`src/rtl/carregador_instrucoes_pkg.sv`:
```
// rtl/carregador_instrucoes_pkg.sv - shared types and constants for the instruction-memory loader
package carregador_instrucoes_pkg;

    localparam int INSTR_W        = 32;
    localparam int DEFAULT_ADDR_W = 8;

    typedef enum logic [2:0] {
        ST_IDLE    = 3'd0,
        ST_CLEAR   = 3'd1,
        ST_LOAD    = 3'd2,
        ST_RELEASE = 3'd3,
        ST_RUN     = 3'd4
    } state_e;

endpackage

```
`src/rtl/carregador_instrucoes_if.sv`:
```
// rtl/carregador_instrucoes_if.sv - host word stream plus instruction-memory write port
interface carregador_instrucoes_if
    import carregador_instrucoes_pkg::*;
#(
    parameter int ADDR_W = DEFAULT_ADDR_W
);

    logic               load_valid;
    logic [INSTR_W-1:0] load_data;
    logic               load_last;
    logic               load_ready;
    logic               mem_we;
    logic [ADDR_W-1:0]  mem_waddr;
    logic [INSTR_W-1:0] mem_wdata;

    // host/environment side
    modport master (
        output load_valid, load_data, load_last,
        input  load_ready, mem_we, mem_waddr, mem_wdata
    );

    // loader side
    modport slave (
        input  load_valid, load_data, load_last,
        output load_ready, mem_we, mem_waddr, mem_wdata
    );

endinterface

```
`src/rtl/carregador_instrucoes.sv`:
```
// rtl/carregador_instrucoes.sv - clears instruction memory, streams a program in, then releases the CPU
module carregador_instrucoes
    import carregador_instrucoes_pkg::*;
#(
    parameter int ADDR_W = DEFAULT_ADDR_W,
    parameter int DEPTH  = 2 ** ADDR_W
) (
    input  logic                 clk,
    input  logic                 rst_n,
    input  logic                 load_start_i,
    input  logic                 run_start_i,
    carregador_instrucoes_if.slave bus,
    output logic                 cpu_hold_o,
    output logic                 pc_reset_o,
    output logic [ADDR_W:0]      words_loaded_o,
    output logic                 load_err_o
);

    localparam logic [ADDR_W-1:0] LAST_IDX = ADDR_W'(DEPTH - 1);

    state_e              state_q, state_d;
    logic [ADDR_W-1:0]   cnt_q, cnt_d;
    logic [ADDR_W:0]     words_q, words_d;
    logic                err_q, err_d;
    logic                we_q, we_d;
    logic [ADDR_W-1:0]   waddr_q, waddr_d;
    logic [INSTR_W-1:0]  wdata_q, wdata_d;
    logic                xfer;

    assign xfer = (state_q == ST_LOAD) && bus.load_valid;

    always_ff @(posedge clk or negedge rst_n) begin
        if (!rst_n) begin
            state_q <= ST_IDLE;
            cnt_q   <= '0;
            words_q <= '0;
            err_q   <= 1'b0;
            we_q    <= 1'b0;
            waddr_q <= '0;
            wdata_q <= '0;
        end else begin
            state_q <= state_d;
            cnt_q   <= cnt_d;
            words_q <= words_d;
            err_q   <= err_d;
            we_q    <= we_d;
            waddr_q <= waddr_d;
            wdata_q <= wdata_d;
        end
    end

    always_comb begin
        state_d = state_q;
        cnt_d   = cnt_q;
        words_d = words_q;
        err_d   = err_q;
        we_d    = 1'b0;
        waddr_d = waddr_q;
        wdata_d = wdata_q;

        case (state_q)
            ST_IDLE: begin
                if (load_start_i) begin
                    state_d = ST_CLEAR;
                end else if (run_start_i) begin
                    state_d = ST_RELEASE;
                end
            end
            ST_CLEAR: begin
                if (cnt_q == LAST_IDX) begin
                    cnt_d   = '0;
                    state_d = ST_LOAD;
                end else begin
                    cnt_d = cnt_q + 1'b1;
                end
            end
            ST_LOAD: begin
                if (xfer) begin
                    we_d    = 1'b1;
                    waddr_d = cnt_q;
                    wdata_d = bus.load_data;
                    cnt_d   = cnt_q + 1'b1;
                    words_d = words_q + 1'b1;
                    // last wins over overflow when both land on the final index
                    if (bus.load_last) begin
                        cnt_d   = '0;
                        state_d = ST_RELEASE;
                    end else if (cnt_q == LAST_IDX) begin
                        cnt_d   = '0;
                        err_d   = 1'b1;
                        state_d = ST_IDLE;
                    end
                end
            end
            ST_RELEASE: begin
                state_d = ST_RUN;
            end
            ST_RUN: begin
                if (load_start_i) begin
                    state_d = ST_CLEAR;
                end
            end
            default: begin
                state_d = ST_IDLE;
            end
        endcase

        // Write port registers track the clear index so each CLEAR cycle shows its own zero write
        if (state_d == ST_CLEAR) begin
            if (state_q != ST_CLEAR) begin
                cnt_d   = '0;
                words_d = '0;
                err_d   = 1'b0;
            end
            we_d    = 1'b1;
            waddr_d = cnt_d;
            wdata_d = '0;
        end
    end

    assign bus.load_ready  = (state_q == ST_LOAD);
    assign bus.mem_we      = we_q;
    assign bus.mem_waddr   = waddr_q;
    assign bus.mem_wdata   = wdata_q;
    assign cpu_hold_o      = (state_q != ST_RUN);
    assign pc_reset_o      = (state_q == ST_RELEASE);
    assign words_loaded_o  = words_q;
    assign load_err_o      = err_q;

endmodule

```
`src/flat_wrapper.sv`:
```
// flat-port wrapper written by rule: the top's interface ports become plain ports
module carregador_instrucoes_flat import carregador_instrucoes_pkg::*;
#(
    parameter int ADDR_W = DEFAULT_ADDR_W,
    parameter int DEPTH  = 2 ** ADDR_W
)
  (clk, rst_n, load_start_i, run_start_i, cpu_hold_o, pc_reset_o, words_loaded_o, load_err_o, bus_load_valid, bus_load_data, bus_load_last, bus_load_ready, bus_mem_we, bus_mem_waddr, bus_mem_wdata);
  carregador_instrucoes_if #(.ADDR_W(ADDR_W)) bus_i ();
  input  logic clk;
  input  logic rst_n;
  input  logic load_start_i;
  input  logic run_start_i;
  output logic cpu_hold_o;
  output logic pc_reset_o;
  output logic [ADDR_W:0] words_loaded_o;
  output logic load_err_o;
  input wire logic [$bits(bus_i.load_valid)-1:0] bus_load_valid;
  input wire logic [$bits(bus_i.load_data)-1:0] bus_load_data;
  input wire logic [$bits(bus_i.load_last)-1:0] bus_load_last;
  output wire logic [$bits(bus_i.load_ready)-1:0] bus_load_ready;
  output wire logic [$bits(bus_i.mem_we)-1:0] bus_mem_we;
  output wire logic [$bits(bus_i.mem_waddr)-1:0] bus_mem_waddr;
  output wire logic [$bits(bus_i.mem_wdata)-1:0] bus_mem_wdata;
  assign bus_i.load_valid = bus_load_valid;
  assign bus_i.load_data = bus_load_data;
  assign bus_i.load_last = bus_load_last;
  assign bus_load_ready = bus_i.load_ready;
  assign bus_mem_we = bus_i.mem_we;
  assign bus_mem_waddr = bus_i.mem_waddr;
  assign bus_mem_wdata = bus_i.mem_wdata;
  carregador_instrucoes #(.ADDR_W(ADDR_W), .DEPTH(DEPTH)) u_core (.clk(clk), .rst_n(rst_n), .load_start_i(load_start_i), .run_start_i(run_start_i), .bus(bus_i), .cpu_hold_o(cpu_hold_o), .pc_reset_o(pc_reset_o), .words_loaded_o(words_loaded_o), .load_err_o(load_err_o));
endmodule
```
`config.mk`:
```
export PLATFORM = sky130hd
export DESIGN_NAME = carregador_instrucoes_flat
export DESIGN_NICKNAME = d
export VERILOG_FILES = /design/src/rtl/carregador_instrucoes_pkg.sv /design/src/rtl/carregador_instrucoes_if.sv /design/src/rtl/carregador_instrucoes.sv /design/src/flat_wrapper.sv
export SDC_FILE = /design/constraint.sdc
export NUM_CORES = 1
export LEC_CHECK = 0
export ABC_CLOCK_PERIOD_IN_PS = 2800
export BUFFER_PORTS_ARGS = -buffer_cell sky130_fd_sc_hd__buf_2
export CAP_MARGIN = 15
export CORE_ASPECT_RATIO = 0.8
export CORE_MARGIN = 4
export CORE_UTILIZATION = 45
export CTS_CLUSTER_DIAMETER = 120
export DETAILED_ROUTE_END_ITERATION = 7
export PLACE_DENSITY = 0.76
export SYNTH_ARGS = -nofsm -noshare
export SYNTH_HDL_FRONTEND = slang
export SYNTH_SLANG_ARGS = --single-unit
```
`constraint.sdc`:
```
create_clock -name clk -period 2.8 [get_ports clk]
set_clock_uncertainty 0.2 [all_clocks]
set_input_delay 0.14 -clock clk [delete_from_list [all_inputs] [get_ports clk]]
set_output_delay 0.14 -clock clk [all_outputs]
set_load 0.005 [all_outputs]
```
# ---- After elaboration in Yosys (flattened, before gate mapping)
# Cells that the tools add are included.
dict set report totals {
  regBits 62
  latch_bits 0
  ramBits 0
  mem_bits_ro 0
  in_bits 38
  out_inout_bits 54
  wordCells 55
  mem_count 0
}
dict set report op_classes {
  n_addsub 2
  mul 0
  n_div 0
  n_lt_le_gt_ge 0
  eq_ne 8
  n_shift 0
  mux 33
  bitwise 0
  n_reduce_logical 5
}
# operator n
set op_table {}
lappend op_table {{$mux W32} 3}
lappend op_table {{$mux W8} 8}
lappend op_table {{$mux W9} 4}
lappend op_table {{$mux W3} 7}
lappend op_table {{$pmux W8 S2} 1}
lappend op_table {{$pmux W3 S5} 1}
lappend op_table {{$add A9 B1 Y9 const B} 1}
lappend op_table {{$mux W1} 9}
lappend op_table {{$add A8 B1 Y8 const B} 1}
lappend op_table {{$eq A8 B8 Y1 const B} 1}
lappend op_table {{$eq A3 B1 Y1 const B} 2}
lappend op_table {{$eq A3 B2 Y1 const B} 2}
lappend op_table {{$reduce_bool A2 Y1} 2}
lappend op_table {{$eq A3 B3 Y1 const B} 1}
lappend op_table {{$logic_not A3 Y1} 1}
lappend op_table {{$ne A3 B1 Y1 const B} 1}
lappend op_table {{$ne A3 B3 Y1 const B} 1}
lappend op_table {{$reduce_and A2 Y1} 1}
lappend op_table {{$logic_and A1 B1 Y1} 1}

# ---- Logic depth before layout (Yosys ltp)
# Gate-level depths: netlist of the first run.
dict set report depth {
  depth_word 8
  mapped_depth 9
  mapped_depth_nobuf 6
}

# ---- Least setup slack after synthesis of the first run
# Ideal clock, no wire load.
dict set report synth_path {
  path_kind {register to register}
  start {reg u_core.cnt_q[0]}
  end {reg u_core.waddr_q[6] (netlist: u_core.bus.mem_waddr[6])}
  setup_time_ps 79
  arrival_ps 1924
  required_time_ps 2521
  slack_ps 597
  path_stages_with_launch 10
  path_buffers 3
  period_less_slack_ps 2203
  cell_sequence {dfrtp_1 > ha_1 > buf_2 > nand4_2 > o31a_1 > a221oi_2 > and2_1 > buf_2 > buf_6 > mux2i_1}
}
dict set report synth_via {
  elab_chain_len 8
}
# element line
set synth_rtl {}
lappend synth_rtl {{start: declaration} carregador_instrucoes.sv:22} ;# logic [ADDR_W-1:0] cnt_q, cnt_d;
lappend synth_rtl {{start signal: assignment} carregador_instrucoes.sv:43} ;# cnt_q <= cnt_d;
lappend synth_rtl {{parallel branches: the longest is 8 deep, another holds $add A8 B1 Y8} n/a}
lappend synth_rtl {{end signal: assignment} carregador_instrucoes.sv:47} ;# waddr_q <= waddr_d;
lappend synth_rtl {{end: declaration} carregador_instrucoes.sv:26} ;# logic [ADDR_W-1:0] waddr_q, waddr_d;
# Parallel ways; which one is timed is not known.
# A chain may end at the register's enable or synchronous reset.

# ---- Worst setup path in the final report of the first run
dict set report layout_path {
  start {reg u_core.cnt_q[0]}
  end {reg u_core.waddr_q[1] (netlist: u_core.bus.mem_waddr[1])}
}
# Same word-level chain as after synthesis.

==> results of run 1 <==
-- final timing paths --
check	end	cells past startpoint
setup reg to reg	u_core.bus.mem_waddr[1]	7
max in group asynchronous	u_core.words_loaded_o[1]	3
setup / recovery	u_core.bus.mem_waddr[1]	7
min in group asynchronous	u_core.cnt_q[7]	3
hold / removal	u_core.state_q[1]	5
hold reg to reg	u_core.bus.mem_wdata[8]	2
-- power groups by stage --
| stage | Clock (mW) | Sequential [mW] | Combinational [mW] |
|---|---|---|---|
| 2_1_floorplan | 0 | 1.10 | 0.693 |
| 3_3_place_gp | 0 | 1.16 | 0.899 |
| 3_5_place_dp | 0 | 1.17 | 0.905 |
| 4_1_cts | 0.950 | 1.15 | 0.955 |
| 5_1_grt | 0.987 | 1.17 | 1.06 |
| 6_report | 0.933 | 1.15 | 0.961 |
-- layout by cell type, fill, tap and decap left out, types with 2 or more instances in the layout --
cell type and n:
bufinv_16 3, buf_2 91, clkinv_2 3, dlygate4sd3_1 36
nor2_1 15, nand4_1 3, xor2_1 8, mux2i_1 10
nand3_1 7, inv_1 2, ha_1 2, clkbuf_8 9
a21oi_1 46, or3_1 3, o22ai_1 3, o21ai_1 2
dfrtp_1 62, or4_1 2, buf_4 6, xnor2_1 3
nand3b_1 2, o21ai_0 6, and2_1 3, and3_1 2
nand2_1 81, nor3_1 4, a21o_1 4, nand2b_1 3
-- worst min-delay path, delay by kind of cell --
family / cells / cell delay (ns)
buf+inv: 2 / 0.17
simple gates: 1 / 0.10
compound gates: 2 / 0.18
-- cell type report --
cell class,count,share of cell area
clock inverter,7,0.0280
antenna,1,0.000623
inverter,2,0.00187
sequential,62,0.386
tap,81,0.0252
timing repair buffer,133,0.214
clock buffer,9,0.0308
multi-input combinational,228,0.313
-- registers in the layout, summed over array words and instances, names as in the netlist --
name	flops
u_core.words_loaded_o	9
u_core.load_err_o	1
u_core.bus.mem_wdata	32
u_core.state_q	3
u_core.cnt_q	8
u_core.bus.mem_we	1
u_core.bus.mem_waddr	8
-- repair_timing --
item | CTS | global route
endpoints found under the hold margin | 97 | 0
endpoints found under the setup margin | 0 | 0
hold buffers | 36 | 0
-- logic make-up after synthesis --
kind of cell | Yosys count
AND/OR/NAND/NOR | 136
AO/OA/AOI/OAI | 69
flip-flops | 62
buffers and inverters | 23
XOR/XNOR | 11
multiplexers | 10
adder cells (fa/ha/maj) | 2
-- routing by layer --
layer | track usage | wire [um] | vias to the layer above
met2 | 0.357 | 3980 | 83
met5 | 0 | 0 | -
met4 | 0.0761 | 107 | 0
met3 | 0.0503 | 429 | 8
li1 | - | - | 1311
met1 | 0.254 | 3330 | 1317
==> flow_metrics.py, run 1 <==
metrics = {
    "worst_setup_path": {
        "end_kind": "flop",
        "critPathTopFamily": "compound AO/OA/AOI/OAI gates",
        "start_kind": "flop",
        "max_stage_delay_ns": 0.47,
        "r2r_slack_ns": 0.30,
        "crit_fanout": 15,
        "startpoint": "u_core.cnt_q[0]",
        "required_ns": 2.85,
        "crit_buf_inv": 1,
        "crit_chain": "ha_1, nand4_2, o31a_1, a221oi_2, and2_1, buf_4, mux2i_1",
        "worst-setup-path-type": "flop to flop",
        "crit_path_top_delay_cell": "dfrtp_1",
        "regToRegStartpoint": "u_core.cnt_q[0]",
        "worstPathArrival_ns": 2.56,
    },
    "cts": {
        "cts_resized": 0,
        "clkTransAtPathRegs_ns": 0.07,
        "cts_tree": "yes",
        "cts.sinks": 62,
        "cts_max_path_buffers": 2,
        "cts_buffers": 9,
        "htree_levels": 3,
        "clock-root-buffer": "clkbuf_8",
        "clk_latency_ns": 0.34,
        "cts_setup_buffers": 0,
    },
    "logic_synthesis": {
        "synth_compound_area_frac": 0.134,
        "syn_inst": 313,
        "ys_seq_area_frac": 0.531,
        "synth.largest_area_cell": "dfrtp_1",
        "avgSynthCellArea_um2": 9.33,
        "yosys.area_share.adder": 0.00857,
        "synth_cell_type_count": 45,
        "synth-seq-cells": 62,
        "synth_simple_gate_area_share": 0.221,
        "synthTopCellsByArea": "dfrtp_1, nand2_1, a21oi_1",
        "synth_top_area_frac": 0.531,
        "ys_warn_count": 0,
        "synthArstFlopShare": 1.00,
        "synth_mux_area_frac": 0.0343,
        "synth_area_mm2": 0.00292,
        "synth_common_cells": "nand2_1, dfrtp_1, a21oi_1",
        "synth_top_family_by_area": "simple AND/OR/NAND/NOR gates",
        "synth_most_common_cell": "nand2_1",
        "synthFlopType": "dfrtp_1",
        "synth_edf_count": 0,
        "syn_nets": 353,
        "synth_xor_area_frac": 0.0330,
    },
    "power_and_ir_drop": {
        "power_switching_mw": 1.08,
        "intPower_mw": 1.97,
        "swShare": 0.354,
        "vdd_drop_max_mv": 0.476,
        "clkPwrFrac": 0.306,
        "combPwrFrac": 0.315,
        "powerDensity_mw_per_mm2": 759,
        "pwr-share-seq": 0.379,
        "p_leak_nw": 1.94,
        "finalPower_mw": 3.05,
    },
    "status": {
        "status": "finished clean",
    },
    "layout": {
        "fillCellCount": 506,
        "fin_area_mm2": 0.00402,
        "final_util": 0.658,
        "layout.cells.non_filler": 523,
        "synthToLayoutAreaGrowth_pct": 37.5,
        "register_area_mm2": 0.00155,
        "layout-drive-gt1-share": 0.274,
        "nets": 476,
        "multi_input_area_mm2": 0.00126,
    },
    "route": {
        "drt-total-wl_um": 7850,
        "vias": 2719,
        "drc": 0,
        "dr.first_iter.drc_count": 146,
        "wl_per_cell_um": 15.0,
        "drtAntennaViolNets": 0,
        "firstDrtPassIters": 4,
        "via_per_inst": 5.20,
    },
    "floorplanning": {
        "coreArea_mm2": 0.00610,
        "die_x_um": 98.1,
        "num_rows": 25,
        "die_height_um": 80.1,
        "ioPinCount": 92,
        "start_util": 0.479,
        "dieArea_mm2": 0.00785,
    },
    "global_routing": {
        "antenna_found_initial": 0,
        "first_global_vias": 2683,
        "track_usage": 0.207,
        "gr-total-overflow": 0,
        "grt_start_max_net_pins": 63,
        "grt_pass1_wl_um": 12900,
    },
    "placed_design": {
        "placed_cells": 470,
        "place_hpwl_um": 5090,
        "postPlaceCellArea_mm2": 0.00342,
        "place.gp.congestion": 0.895,
        "port_buffers": 91,
        "dp_slack_ns": 0.354,
    },
    "sta": {
        "fin_crit_sh": 0.895,
        "slew_violations": 0,
        "hold_viol": 0,
        "setup-violations-final": 0,
        "tns_ns": 0,
        "rsz0062_at_grt": "no",
        "finalWorstSetupSlack_ns": 0.295,
        "period_minus_slack_ns": 2.50,
        "max_freq_mhz": 399,
        "relSlewSlack": 0.490,
        "hold_ws_ns": 0.0945,
        "tightest_slew_ns": 0.766,
    },
    "hold_path": {
        "min_from": "bus_load_valid",
        "hp-class": "input pin to flop",
    },
    "flow_run": {
        "cap_viol_max_count": 0,
    },
}
(Power assumes the default switching activity.)
==> inputs of run 2 (changes only) <==
--- a/config.mk
+++ b/config.mk
@@ -13,7 +13,7 @@
 export CORE_UTILIZATION = 45
 export CTS_CLUSTER_DIAMETER = 120
 export DETAILED_ROUTE_END_ITERATION = 7
-export PLACE_DENSITY = 0.76
+export PLACE_DENSITY = 0.75
 export SYNTH_ARGS = -nofsm -noshare
 export SYNTH_HDL_FRONTEND = slang
 export SYNTH_SLANG_ARGS = --single-unit
==> flow_metrics.py, run 2 (synthesized netlist as in run 1, its figures left out) <==
metrics = {
    "floorplanning": {
        "die_height_um": 80.1,
        "die_x_um": 98.1,
        "coreArea_mm2": 0.00610,
        "ioPinCount": 92,
        "start_util": 0.479,
        "num_rows": 25,
        "dieArea_mm2": 0.00785,
    },
    "route": {
        "firstDrtPassIters": 4,
        "via_per_inst": 5.17,
        "dr.first_iter.drc_count": 165,
        "wl_per_cell_um": 14.8,
        "vias": 2698,
        "drt-total-wl_um": 7740,
        "drc": 0,
        "drtAntennaViolNets": 0,
    },
    "worst_setup_path": {
        "crit_path_end": "u_core.bus.mem_waddr[1]",
        "r2r_slack_ns": 0.31,
        "rr_endpoint": "u_core.bus.mem_waddr[1]",
        "worst-setup-path-type": "flop to flop",
        "regToRegStartpoint": "u_core.cnt_q[0]",
        "end_kind": "flop",
        "start_kind": "flop",
        "startpoint": "u_core.cnt_q[0]",
        "ff2ff_path_depth": 7,
        "crit_fanout": 41,
        "worstPathArrival_ns": 2.54,
        "required_ns": 2.85,
    },
    "global_routing": {
        "antenna_found_initial": 0,
        "grt_start_max_net_pins": 42,
        "gr-total-overflow": 0,
        "grt_pass1_wl_um": 12800,
        "first_global_vias": 2611,
        "track_usage": 0.206,
    },
    "power_and_ir_drop": {
        "vdd_drop_max_mv": 0.385,
        "powerDensity_mw_per_mm2": 721,
        "p_leak_nw": 1.91,
    },
    "layout": {
        "fillCellCount": 498,
        "n_antenna_cell": 0,
        "final_cell_mix": "buf_2, nand2_1, dfrtp_1",
        "largest_reg_flops": 32,
        "register_area_mm2": 0.00155,
        "final_common_cell": "buf_2",
        "multi_input_area_mm2": 0.00126,
        "nets": 476,
        "layout-drive-gt1-share": 0.272,
        "synthToLayoutAreaGrowth_pct": 36.2,
    },
    "status": {
        "status": "finished clean",
    },
    "sta": {
        "fin_crit_sh": 0.889,
        "setup-violations-final": 0,
        "slew_violations": 0,
        "hold_viol": 0,
        "max_freq_mhz": 402,
        "rsz0062_at_grt": "no",
        "tns_ns": 0,
        "relSlewSlack": 0.489,
        "period_minus_slack_ns": 2.49,
        "tightest_slew_ns": 0.767,
        "hold_ws_ns": 0.0900,
    },
    "cts": {
        "clk_latency_ns": 0.33,
        "cts.sinks": 62,
        "htree_levels": 3,
        "clkTransAtPathRegs_ns": 0.07,
        "cts_buffers": 9,
        "cts_resized": 0,
        "cts_tree": "yes",
        "clock-root-buffer": "clkbuf_8",
        "cts_max_path_buffers": 2,
    },
    "placed_design": {
        "place.gp.congestion": 0.819,
        "port_buffers": 91,
        "place_hpwl_um": 5010,
    },
    "hold_path": {
        "hp-class": "input pin to flop",
    },
    "flow_run": {
        "cap_viol_max_count": 0,
    },
}
## run 2: repair_timing
item / 4_1_cts / 5_1_grt
hold endpoints to repair: 69 / 0
hold buffers: 36 / 0
buffers inserted: 0 / 0
## run 2: stage by stage
step	power (mW)	cell area, um^2	setup slack [ns]	utilization	instances
4_1_cts	2.89	3980	0.318	0.653	522
5_1_grt	3.05	3980	0.150	0.653	522
6_report	2.87	3980	0.312	0.653	522
2_1_floorplan	1.80	2920	0.597	-	313
3_5_place_dp	2.09	3430	0.324	0.562	470
3_3_place_gp	2.08	3430	0.440	0.562	470
## run 2: worst min-delay path by stage
stage / startpoint / endpoint / slack (ns) / depth (start not counted)
3_5_place_dp: rst_n / u_core.cnt_q[5] / 0.07 / 1
6_report: bus_load_valid / u_core.state_q[1] / 0.09 / 5
5_1_grt: bus_load_valid / u_core.state_q[1] / 0.11 / 5
4_1_cts: bus_load_valid / u_core.state_q[1] / 0.07 / 5
3_3_place_gp: rst_n / u_core.cnt_q[5] / 0.06 / 1
2_1_floorplan: rst_n / u_core.bus.mem_waddr[0] / -0.36 / 0
## run 2: report_power, final
| group | switching (mW) | leakage (nW) | internal [mW] | total [mW] |
|---|---|---|---|---|
| Sequential | 0.147 | 0.851 | 1.01 | 1.16 |
| Clock | 0.341 | 0.0883 | 0.408 | 0.748 |
| Combinational | 0.572 | 0.971 | 0.392 | 0.963 |
## run 2: critical path: stages (launching register included)
cell and delay [ns]:
dfrtp_1 0.45, ha_1 0.35, nand4_2 0.19, o31a_1 0.34, a221oi_2 0.21, and2_1 0.22
buf_12 0.23, mux2i_1 0.20
## run 2: per-layer routing
| layer | part of all wire | wire length [um] | global-route usage |
|---|---|---|---|
| met1 | 0.43 | 3300 | 0.264 |
| met2 | 0.50 | 3880 | 0.335 |
| met3 | 0.053 | 407 | 0.0503 |
| met4 | 0.021 | 162 | 0.0899 |
| met5 | 0 | 0 | 0 |
## run 2: final cells by class
class | instances | area share
sequential | 62 | 0.390
multi-input combinational | 228 | 0.316
timing repair buffer | 133 | 0.219
clock buffer | 10 | 0.0321
tap | 81 | 0.0255
clock inverter | 6 | 0.0157
inverter | 2 | 0.00189
==> inputs of run 3 (changes only) <==
--- a/config.mk
+++ b/config.mk
@@ -13,7 +13,7 @@
 export CORE_UTILIZATION = 45
 export CTS_CLUSTER_DIAMETER = 120
 export DETAILED_ROUTE_END_ITERATION = 7
-export PLACE_DENSITY = 0.75
+export PLACE_DENSITY_LB_ADDON = 0.3
 export SYNTH_ARGS = -nofsm -noshare
 export SYNTH_HDL_FRONTEND = slang
 export SYNTH_SLANG_ARGS = --single-unit
==> flow_metrics.py, run 3 (synthesized netlist as in run 1, its figures left out) <==
metrics = {
    "cts": {
        "clkTransAtPathRegs_ns": 0.07,
        "clk_latency_ns": 0.34,
        "cts_resized": 0,
        "htree_levels": 3,
        "cts_max_path_buffers": 2,
        "cts_setup_buffers": 0,
        "cts_buffers": 9,
        "cts.sinks": 62,
        "cts_tree": "yes",
        "clock-root-buffer": "clkbuf_8",
    },
    "layout": {
        "fillCellCount": 504,
        "final_util": 0.656,
        "nets": 476,
        "synthToLayoutAreaGrowth_pct": 36.9,
        "fin_area_mm2": 0.00400,
        "n_antenna_cell": 0,
        "layout-drive-gt1-share": 0.274,
        "final_common_cell": "buf_2",
        "final_cell_mix": "buf_2, nand2_1, dfrtp_1",
        "layout.cells.non_filler": 522,
        "largest_reg_flops": 32,
    },
    "global_routing": {
        "track_usage": 0.204,
        "grt_pass1_wl_um": 12700,
        "grt_start_max_net_pins": 45,
        "antenna_found_initial": 0,
        "first_global_vias": 2630,
        "gr-total-overflow": 0,
    },
    "power_and_ir_drop": {
        "powerDensity_mw_per_mm2": 742,
        "power_switching_mw": 1.08,
        "combPwrFrac": 0.321,
        "p_leak_nw": 1.92,
        "pwr-share-seq": 0.388,
        "vdd_drop_max_mv": 0.438,
        "swShare": 0.364,
        "clkPwrFrac": 0.291,
        "intPower_mw": 1.89,
    },
    "worst_setup_path": {
        "r2r_slack_ns": 0.34,
        "crit_fanout": 15,
        "ff2ff_path_depth": 7,
        "worst-setup-path-type": "flop to flop",
        "regToRegStartpoint": "u_core.cnt_q[0]",
        "start_kind": "flop",
        "crit_path_end": "u_core.bus.mem_waddr[1]",
        "worstPathArrival_ns": 2.52,
        "required_ns": 2.86,
        "rr_endpoint": "u_core.bus.mem_waddr[1]",
        "end_kind": "flop",
        "startpoint": "u_core.cnt_q[0]",
    },
    "flow_run": {
        "cap_viol_max_count": 0,
    },
    "sta": {
        "hold_viol": 0,
        "hold_ws_ns": 0.0592,
        "slew_violations": 0,
        "fin_crit_sh": 0.878,
        "tns_ns": 0,
        "tightest_slew_ns": 0.703,
        "setup-violations-final": 0,
        "rsz0062_at_grt": "no",
        "max_freq_mhz": 407,
        "relSlewSlack": 0.531,
        "period_minus_slack_ns": 2.46,
    },
    "route": {
        "drt-total-wl_um": 7780,
        "wl_per_cell_um": 14.9,
        "firstDrtPassIters": 4,
        "vias": 2658,
        "drtAntennaViolNets": 0,
        "drc": 0,
        "dr.first_iter.drc_count": 165,
        "via_per_inst": 5.09,
    },
    "floorplanning": {
        "dieArea_mm2": 0.00785,
        "num_rows": 25,
        "die_height_um": 80.1,
        "ioPinCount": 92,
        "die_x_um": 98.1,
        "start_util": 0.479,
        "coreArea_mm2": 0.00610,
    },
    "placed_design": {
        "place_hpwl_um": 5060,
        "port_buffers": 91,
        "postPlaceCellArea_mm2": 0.00342,
        "placed_cells": 470,
        "place.gp.congestion": 0.873,
    },
    "hold_path": {
        "hp-class": "input pin to asynchronous set/reset pin",
    },
    "status": {
        "status": "finished clean",
    },
}
## run 3: layer usage
layer / vias to the layer above / routed length, um / track usage
li1: 1314 / - / -
met1: 1223 / 3460 / 0.263
met2: 101 / 3670 / 0.335
met3: 20 / 490 / 0.0477
met4: 0 / 158 / 0.0830
met5: - / 0 / 0
## run 3: power groups by stage
stage                     clock [mW]  sequential, mW  combinational, mW
after floorplan                    0            1.10              0.693
after global placement             0            1.16              0.908
after detailed placement           0            1.17              0.907
after CTS                      0.884            1.15              0.952
after global routing           0.928            1.17               1.05
final                          0.865            1.15              0.951
## run 3: timing repair
item | CTS | global route
setup endpoints to repair | 0 | 0
hold buffers | 36 | 0
endpoints found under the hold margin | 97 | 0
## run 3: layout make-up
| cell class | count | area (um^2) | area share |
|---|---|---|---|
| multi-input cells | 228 | 1260 | 0.314 |
| well taps | 81 | 101 | 0.0253 |
| inverters | 2 | 7.51 | 0.00188 |
| flip-flops and latches | 62 | 1550 | 0.388 |
| repair buffers | 133 | 861 | 0.215 |
| clock buffers | 9 | 124 | 0.0310 |
| clock inverters | 7 | 97.6 | 0.0244 |
## run 3: worst max-delay path, stage by stage (launching register included)
cell	delay [ns]
dfrtp_1	0.48
ha_1	0.34
nand4_2	0.18
o31a_1	0.34
a221oi_2	0.20
and2_1	0.18
buf_4	0.23
mux2i_1	0.23
## run 3: worst min path at each step
stage | from | endpoint | slack, ns | cells past startpoint
6_report | rst_n | u_core.words_loaded_o[6] | 0.06 | 2
5_1_grt | rst_n | u_core.bus.mem_wdata[1] | 0.08 | 2
4_1_cts | rst_n | u_core.bus.mem_wdata[1] | 0.05 | 2
3_5_place_dp | rst_n | u_core.words_loaded_o[6] | -0.11 | 1
3_3_place_gp | rst_n | u_core.words_loaded_o[6] | -0.11 | 1
2_1_floorplan | rst_n | u_core.bus.mem_waddr[0] | -0.36 | 0
## run 3: metrics by stage
step	power [mW]	setup slack, ns
final	2.97	0.342
after global routing	3.15	0.158
after CTS	2.99	0.333
after detailed placement	2.07	0.357
after global placement	2.07	0.458
after floorplan	1.80	0.597
